### config.mk
export PLATFORM = sky130hd
export DESIGN_NAME = nibble_serial_compare_ctrl
export DESIGN_NICKNAME = d
export VERILOG_FILES = /design/src/rtl/nibble_serial_compare_ctrl.sv
export SDC_FILE = /design/constraint.sdc
export NUM_CORES = 1
export LEC_CHECK = 0
export BUFFER_PORTS_ARGS = -buffer_cell sky130_fd_sc_hd__buf_2
export CAP_MARGIN = 20
export CELL_PAD_IN_SITES_DETAIL_PLACEMENT = 0
export CELL_PAD_IN_SITES_GLOBAL_PLACEMENT = 2
export CORE_MARGIN = 5
export CORE_UTILIZATION = 38
export DETAILED_ROUTE_END_ITERATION = 6
export PLACE_DENSITY_LB_ADDON = 0.1
export SETUP_SLACK_MARGIN = 0.5
export SLEW_MARGIN = 40
export SYNTH_ARGS = -nofsm -noshare
export SYNTH_HDL_FRONTEND = slang
export SYNTH_SLANG_ARGS = --single-unit
### constraint.sdc
create_clock -name clk -period 5.7 [get_ports clk]
set_input_delay 1.71 -clock clk [delete_from_list [all_inputs] [get_ports clk]]
set_output_delay 1.71 -clock clk [all_outputs]
set_load 0.01 [all_outputs]
### src/rtl/nibble_serial_compare_ctrl.sv
// nibble_serial_compare_ctrl: unsigned A vs B magnitude compare through one 4-bit slice, MSB nibble first, early exit.
// Latency: done pulses k cycles after start is accepted, k = position of the first unequal nibble from the MSB (max NIBBLES).
// Backpressure: none; start is ignored while busy, and may be re-issued in the done cycle for back-to-back compares.

// 4-bit magnitude-compare slice with AGB/AEB/ALB outputs.
module nibble_mag_cmp (
  input  logic [3:0] a,
  input  logic [3:0] b,
  output logic       agb,
  output logic       aeb,
  output logic       alb
);

  // Purely combinational compare; exactly one output is high.
  always_comb begin
    agb = (a > b);
    aeb = (a == b);
    alb = (a < b);
  end

endmodule

module nibble_serial_compare_ctrl #(
  parameter int NIBBLES = 4
) (
  input  logic                 clk,
  input  logic                 rst,
  input  logic                 start,
  input  logic [4*NIBBLES-1:0] A,
  input  logic [4*NIBBLES-1:0] B,
  output logic                 busy,
  output logic                 done,
  output logic                 AGB,
  output logic                 AEB,
  output logic                 ALB
);

  localparam int W  = 4 * NIBBLES;
  // Index register needs to hold NIBBLES-1; keep at least one bit for NIBBLES=1.
  localparam int IW = (NIBBLES > 1) ? $clog2(NIBBLES) : 1;
  localparam logic [IW-1:0] LAST_IDX = IW'(NIBBLES - 1);

  typedef enum logic [1:0] {
    IDLE    = 2'd0,
    COMPARE = 2'd1,
    DONE    = 2'd2
  } state_t;

  state_t        state;
  logic [W-1:0]  a_reg;
  logic [W-1:0]  b_reg;
  logic [IW-1:0] idx;

  logic [3:0]    a_nib;
  logic [3:0]    b_nib;
  logic          slice_agb;
  logic          slice_aeb;
  logic          slice_alb;
  logic          decisive;

  // Steer the nibble under test into the slice; a compare-and-select loop
  // keeps the selection in range for any NIBBLES, including non powers of two.
  always_comb begin
    a_nib = 4'h0;
    b_nib = 4'h0;
    for (int i = 0; i < NIBBLES; i++) begin
      if (idx == IW'(i)) begin
        a_nib = a_reg[4*i +: 4];
        b_nib = b_reg[4*i +: 4];
      end
    end
  end

  nibble_mag_cmp u_slice (
    .a   (a_nib),
    .b   (b_nib),
    .agb (slice_agb),
    .aeb (slice_aeb),
    .alb (slice_alb)
  );

  // The compare ends on the first unequal nibble, or after the LSB nibble when all matched.
  always_comb begin
    decisive = slice_agb || slice_alb || (idx == '0);
  end

  // Controller FSM: operand capture, nibble walk, and registered busy/done/result flags.
  always_ff @(posedge clk or posedge rst) begin
    if (rst) begin
      state <= IDLE;
      a_reg <= '0;
      b_reg <= '0;
      idx   <= '0;
      busy  <= 1'b0;
      done  <= 1'b0;
      AGB   <= 1'b0;
      AEB   <= 1'b0;
      ALB   <= 1'b0;
    end else begin
      case (state)
        // DONE accepts a new start exactly like IDLE so compares can run back-to-back.
        IDLE, DONE: begin
          done <= 1'b0;
          if (start) begin
            a_reg <= A;
            b_reg <= B;
            idx   <= LAST_IDX;
            busy  <= 1'b1;
            state <= COMPARE;
          end else begin
            busy  <= 1'b0;
            state <= IDLE;
          end
        end

        // start is deliberately not looked at here; operands are already latched.
        COMPARE: begin
          if (decisive) begin
            AGB   <= slice_agb;
            AEB   <= slice_aeb;
            ALB   <= slice_alb;
            busy  <= 1'b0;
            done  <= 1'b1;
            state <= DONE;
          end else begin
            idx   <= idx - 1'b1;
          end
        end

        // Unused encoding: recover quietly to IDLE without touching the result flags.
        default: begin
          busy  <= 1'b0;
          done  <= 1'b0;
          state <= IDLE;
        end
      endcase
    end
  end

endmodule
==> results of run 1 <==
==> power breakdown <==
group | switching [mW] | internal (mW) | leakage [nW]
logic | 0.112 | 0.103 | 0.554
clock network | 0.0872 | 0.0986 | 0.0455
registers | 0.0373 | 0.345 | 0.465
==> per-layer routing <==
metal / GRT usage [%] / up-vias / part of all wire (%)
met5: 0 / - / 0
met4: 3.55 / 0 / 0.95
met3: 3.95 / 5 / 4.8
met2: 21.3 / 22 / 49
met1: 16.4 / 638 / 45
li1: - / 646 / -
==> worst paths after layout <==
| check | end | cells past startpoint | from | slack (ns) |
|---|---|---|---|---|
| setup / recovery | idx[0]$_DFFE_PP0P_ | 10 | idx[1]$_DFFE_PP0P_ | 2.87 |
| hold / removal | b_reg[0]$_DFFE_PP0P_ | 1 | b_reg[0]$_DFFE_PP0P_ | 0.49 |
| setup reg to reg | idx[0]$_DFFE_PP0P_ | 10 | idx[1]$_DFFE_PP0P_ | 2.87 |
| hold reg to reg | b_reg[0]$_DFFE_PP0P_ | 1 | b_reg[0]$_DFFE_PP0P_ | 0.49 |
| max in group asynchronous | a_reg[12]$_DFFE_PP0P_ | 3 | rst | 3.83 |
| min in group asynchronous | b_reg[1]$_DFFE_PP0P_ | 3 | rst | 1.52 |
==> per-stage QoR <==
stage / total power, mW / area [sq um] / util, %
after floorplan: 0.539 / 1940 / -
after global routing: 0.846 / 2290 / 45.5
after global placement: 0.601 / 2200 / 43.7
final: 0.783 / 2290 / 45.5
after CTS: 0.799 / 2290 / 45.5
after detailed placement: 0.609 / 2200 / 43.7
==> synthesized netlist by cell type <==
cell	count	area share, %
a2111oi_4	1	1.4
a21o_1	1	0.39
a21oi_1	11	2.8
a221oi_1	3	1.4
a22oi_1	1	0.39
a41o_1	1	0.52
and3b_1	3	1.4
buf_2	5	1.3
clkbuf_1	3	0.58
dfrtp_1	40	52
ha_1	8	5.2
inv_1	3	0.58
mux2_1	26	15
mux2_2	6	3.5
mux2i_1	5	2.6
nand2_1	11	2.1
nand2b_1	2	0.64
nand3b_1	2	0.77
nand4_2	1	0.64
nor2_1	4	0.77
nor2b_1	6	1.9
nor2b_2	1	0.45
nor3_1	1	0.26
o211ai_2	1	0.64
o21ai_0	2	0.52
o21ai_1	6	1.5
o31ai_1	2	0.77
or2_1	1	0.32
==> kinds of logic after synthesis <==
logic type,Yosys count,synth area share [%]
buffers and inverters,11,2.45
adder cells (fa/ha/maj),8,5.16
AND/OR/NAND/NOR,32,9.28
multiplexers,37,21.1
AO/OA/AOI/OAI,29,10.4
flip-flops,40,51.6
==> final cells by class <==
| cell class | instances | area, sq um |
|---|---|---|
| flip-flops and latches | 40 | 1000 |
| fillers | 499 | 2750 |
| inverters | 3 | 11.3 |
| well taps | 70 | 87.6 |
| multi-input cells | 106 | 895 |
| clock buffers | 8 | 90.1 |
| repair buffers | 41 | 210 |
==> impl_metrics.json, run 1 <==
{
  "status": "finished, final reports clean",
  "grtUsageTotal_pct": 12.9,
  "fin_ws_ns": 2.87,
  "finalCritPeriodShare_pct": 49.6,
  "finalHoldViolCount": 0,
  "drt_iter0_markers": 30,
  "die_h_microns": 81.5,
  "synth_seq_area_share_pct": 51.6,
  "path_clk_slew_ns": 0.07,
  "initial_core_util_pct": 38.5,
  "synthCells": 157,
  "cp_max_fo": 14,
  "drc": 0,
  "postCtsSetupBuffers": 0,
  "layout-drive-gt1-share_pct": 29.3,
  "clockBufferDepth": 2,
  "vias_per_cell": 4.89,
  "hold_class": "reg -> reg",
  "grt_max_degree": 41,
  "die-area_sq_mm": 0.00664,
  "dp_cells": 260,
  "netlist_area_sq_mm": 0.00194,
  "setup_tns_ns": 0,
  "finalSetupViolCount": 0,
  "diodes": 0,
  "h-tree-depth": 2,
  "yosysWarnings": 0,
  "start_kind": "flip-flop",
  "synth_nets": 200,
  "finalClockSkew_ns": 0.00429,
  "num_vias": 1311,
  "num_rows": 26,
  "critPathSlowestCell": "a2111oi_4",
  "fin_crit_ns": 2.83,
  "slew_viol_final": 0,
  "max_freq_ghz": 0.354,
  "clkLatencyLatePin_ns": 0.28,
  "ir_drop_v": 0.000171,
  "syn_avg_cell_area_sq_um": 12.4,
  "detail_route.first_pass.iterations": 4,
  "mostFrequentLayoutCells": "40 x dfrtp_1, 39 x buf_2, 26 x mux2_1, 11 x a21oi_1, 11 x nand2_1",
  "power_density_mw_per_mm2": 341,
  "coreArea_sq_mm": 0.00504,
  "syn2layout_area_growth_pct": 18.2,
  "relSlewSlack_pct": 66.5,
  "place_hpwl_microns": 2970,
  "ys_ff_latch": 40,
  "end_kind": "flip-flop",
  "grt_pass1_vias": 1393,
  "die_w_microns": 81.5,
  "ctsResizeCount": 0,
  "io_buffers": 39,
  "boundaryPins": 40,
  "cts_num_sinks": 40,
  "final_nets": 240,
  "path_class": "reg -> reg",
  "grt_pass1_wl_microns": 6530,
  "critPathRequiredTime_ns": 5.91,
  "final_common_cell": "dfrtp_1",
  "dpl_worst_slack_ns": 2.86,
  "synth_cell_type_count": 28,
  "wl_per_cell_microns": 14.1,
  "slowest_delay_ns": 0.43,
  "drv_cap": 0,
  "fin_cells": 268,
  "crit_top_cell": "ha_1",
  "path_buf_inv": 1,
  "critPathTopFamily": "compound AO/OA/AOI/OAI gates",
  "place.gp.congestion": 0.743,
  "path_cells": "inv_1 > ha_1 > nor2b_1 > a221oi_1 > o31ai_1 > ha_1 > nor2b_2 > o211ai_2 > a2111oi_4 > mux2i_1",
  "grt_antenna_before_repair": 0,
  "cts_made_buffers": 5,
  "routed_wl_microns": 3790,
  "overflow": 0,
  "cp.arrival_ns": 3.03,
  "worstMarginPinSlew_ns": 0.503,
  "holdBufCountCts": 0,
  "root_buffer": "clkbuf_8",
  "power.leakage_nw": 1.07,
  "rsz0062_at_grt": "no",
  "cts_tree": "built",
  "ant_nets": 0,
  "timing.hold.ws_ns": 0.491
}
(Power assumes the default switching activity.)
==> run 2: changes to the inputs <==
CORE_UTILIZATION = 32   (was 38)
clock period = 2.4 ns   (was 5.7 ns; I/O delays follow)
==> impl_metrics.json, run 2 (synthesis results as in run 1) <==
{
  "start_kind": "flip-flop",
  "h-tree-depth": 2,
  "relSlewSlack_pct": 66.2,
  "io_buffers": 39,
  "min_path_cells": 1,
  "boundaryPins": 40,
  "die-area_sq_mm": 0.00772,
  "place.gp.congestion": 0.760,
  "path_buf_inv": 2,
  "cts_tree": "built",
  "hold_class": "reg -> reg",
  "clkPwrFrac_pct": 19.8,
  "syn2layout_area_growth_pct": 32.3,
  "routed_wl_microns": 4230,
  "fin_area_sq_mm": 0.00257,
  "mostFrequentLayoutCells": "39 x dfrtp_1, 39 x buf_2, 26 x mux2_1, 12 x buf_4, 10 x nand2_1",
  "p_int_mw": 1.43,
  "cts_num_sinks": 40,
  "num_vias": 1339,
  "grt_pass1_vias": 1460,
  "clkLatencyLatePin_ns": 0.29,
  "p_total_mw": 2.10,
  "finalSetupViolCount": 2,
  "power_density_mw_per_mm2": 817,
  "max_freq_ghz": 0.409,
  "worstMarginPinSlew_ns": 0.508,
  "swShare_pct": 31.9,
  "end_kind": "flip-flop",
  "placed_area_sq_mm": 0.00234,
  "cts_made_buffers": 5,
  "diodes": 0,
  "fin_ws_ns": -0.0469,
  "ir_drop_v": 0.000241,
  "path_class": "reg -> reg",
  "ant_nets": 0,
  "root_buffer": "clkbuf_8",
  "setup_tns_ns": -0.0878,
  "overflow": 0,
  "grt_antenna_before_repair": 0,
  "p_sw_mw": 0.669,
  "detail_route.first_pass.iterations": 4,
  "wl_per_cell_microns": 14.7,
  "layout-drive-gt1-share_pct": 42.7,
  "rsz0062_at_grt": "yes",
  "cp_max_fo": 6,
  "path_clk_slew_ns": 0.07,
  "drc": 0,
  "final_nets": 256,
  "power_frac_comb_pct": 36.6,
  "seqPwrFrac_pct": 43.6,
  "slowest_delay_ns": 0.44,
  "critPathSlowestCell": "dfrtp_2",
  "critPathTopFamily": "compound AO/OA/AOI/OAI gates",
  "die_h_microns": 87.9,
  "path_cells": "inv_2 > ha_4 > and3b_1 > a21oi_1 > o21ai_1 > mux2i_1 > ha_1 > a21oi_1 > buf_4 > a2111oi_4 > mux2i_1",
  "drt_iter0_markers": 26,
  "cp.arrival_ns": 2.66,
  "num_rows": 28,
  "drv_cap": 0,
  "grt_max_degree": 41,
  "finalClockSkew_ns": 0.00666,
  "vias_per_cell": 4.65,
  "dpl_worst_slack_ns": -0.268,
  "r2r_cells": 11,
  "slew_viol_final": 0,
  "initial_core_util_pct": 32.8,
  "grtUsageTotal_pct": 11.9,
  "failed_checks": "negative setup slack",
  "path_depth": 11,
  "finalHoldViolCount": 0,
  "status": "finished, violations left",
  "clockBufferDepth": 2,
  "finalCritPeriodShare_pct": 102,
  "power.leakage_nw": 1.16,
  "place_hpwl_microns": 3200,
  "grt_pass1_wl_microns": 6980,
  "fin_crit_ns": 2.45,
  "coreArea_sq_mm": 0.00592,
  "die_w_microns": 87.9,
  "critPathRequiredTime_ns": 2.61
}
## run 2: what timing repair did
action | CTS | global route
resized for setup | 25 | 1
pin swaps | 18 | 4
hold buffers | 0 | 0
buffers inserted | 4 | 1
setup endpoints to repair | 8 | 8
## run 2: worst paths after layout
| kind | start | slack, ns | end |
|---|---|---|---|
| max in group asynchronous | rst | 1.48 | idx[0]$_DFFE_PP0P_ |
| hold / removal | a_reg[15]$_DFFE_PP0P_ | 0.49 | a_reg[15]$_DFFE_PP0P_ |
| setup reg to reg | idx[0]$_DFFE_PP0P_ | -0.05 | idx[1]$_DFFE_PP0P_ |
| hold reg to reg | a_reg[15]$_DFFE_PP0P_ | 0.49 | a_reg[15]$_DFFE_PP0P_ |
| min in group asynchronous | rst | 0.55 | a_reg[11]$_DFFE_PP0P_ |
| setup / recovery | idx[0]$_DFFE_PP0P_ | -0.05 | idx[1]$_DFFE_PP0P_ |
## run 2: final cells by class
type                    count  area (sq um)
clock buffers               6          72.6
fillers                   569          3350
well taps                  75          93.8
clock inverters             1          5.00
flip-flops and latches     40          1000
inverters                   3          11.3
multi-input cells         106          1010
repair buffers             57           370
## run 2: per-stage QoR
step,cells,hold slack [ns],utilization [%]
2_1_floorplan,157,0.450,-
3_3_place_gp,276,0.476,39.5
3_5_place_dp,276,0.482,39.5
4_1_cts,287,0.501,43.2
5_1_grt,288,0.528,43.4
6_report,288,0.493,43.4
## run 2: per-layer routing
| layer | vias up | global-route usage (%) | wire length (microns) | part of all wire, % |
|---|---|---|---|---|
| li1 | 671 | - | - | - |
| met1 | 635 | 14.9 | 1890 | 45 |
| met2 | 27 | 19.4 | 2050 | 48 |
| met3 | 6 | 3.57 | 225 | 5.3 |
| met4 | 0 | 4.18 | 67 | 1.6 |
| met5 | - | 0 | 0 | 0 |
## run 2: power groups by stage
stage	Clock (mW)	Sequential, mW	Combinational [mW]
after floorplan	0	0.902	0.395
after global placement	0	0.927	0.609
after detailed placement	0	0.929	0.619
after CTS	0.435	0.920	0.781
after global routing	0.456	0.935	0.841
final	0.415	0.915	0.768
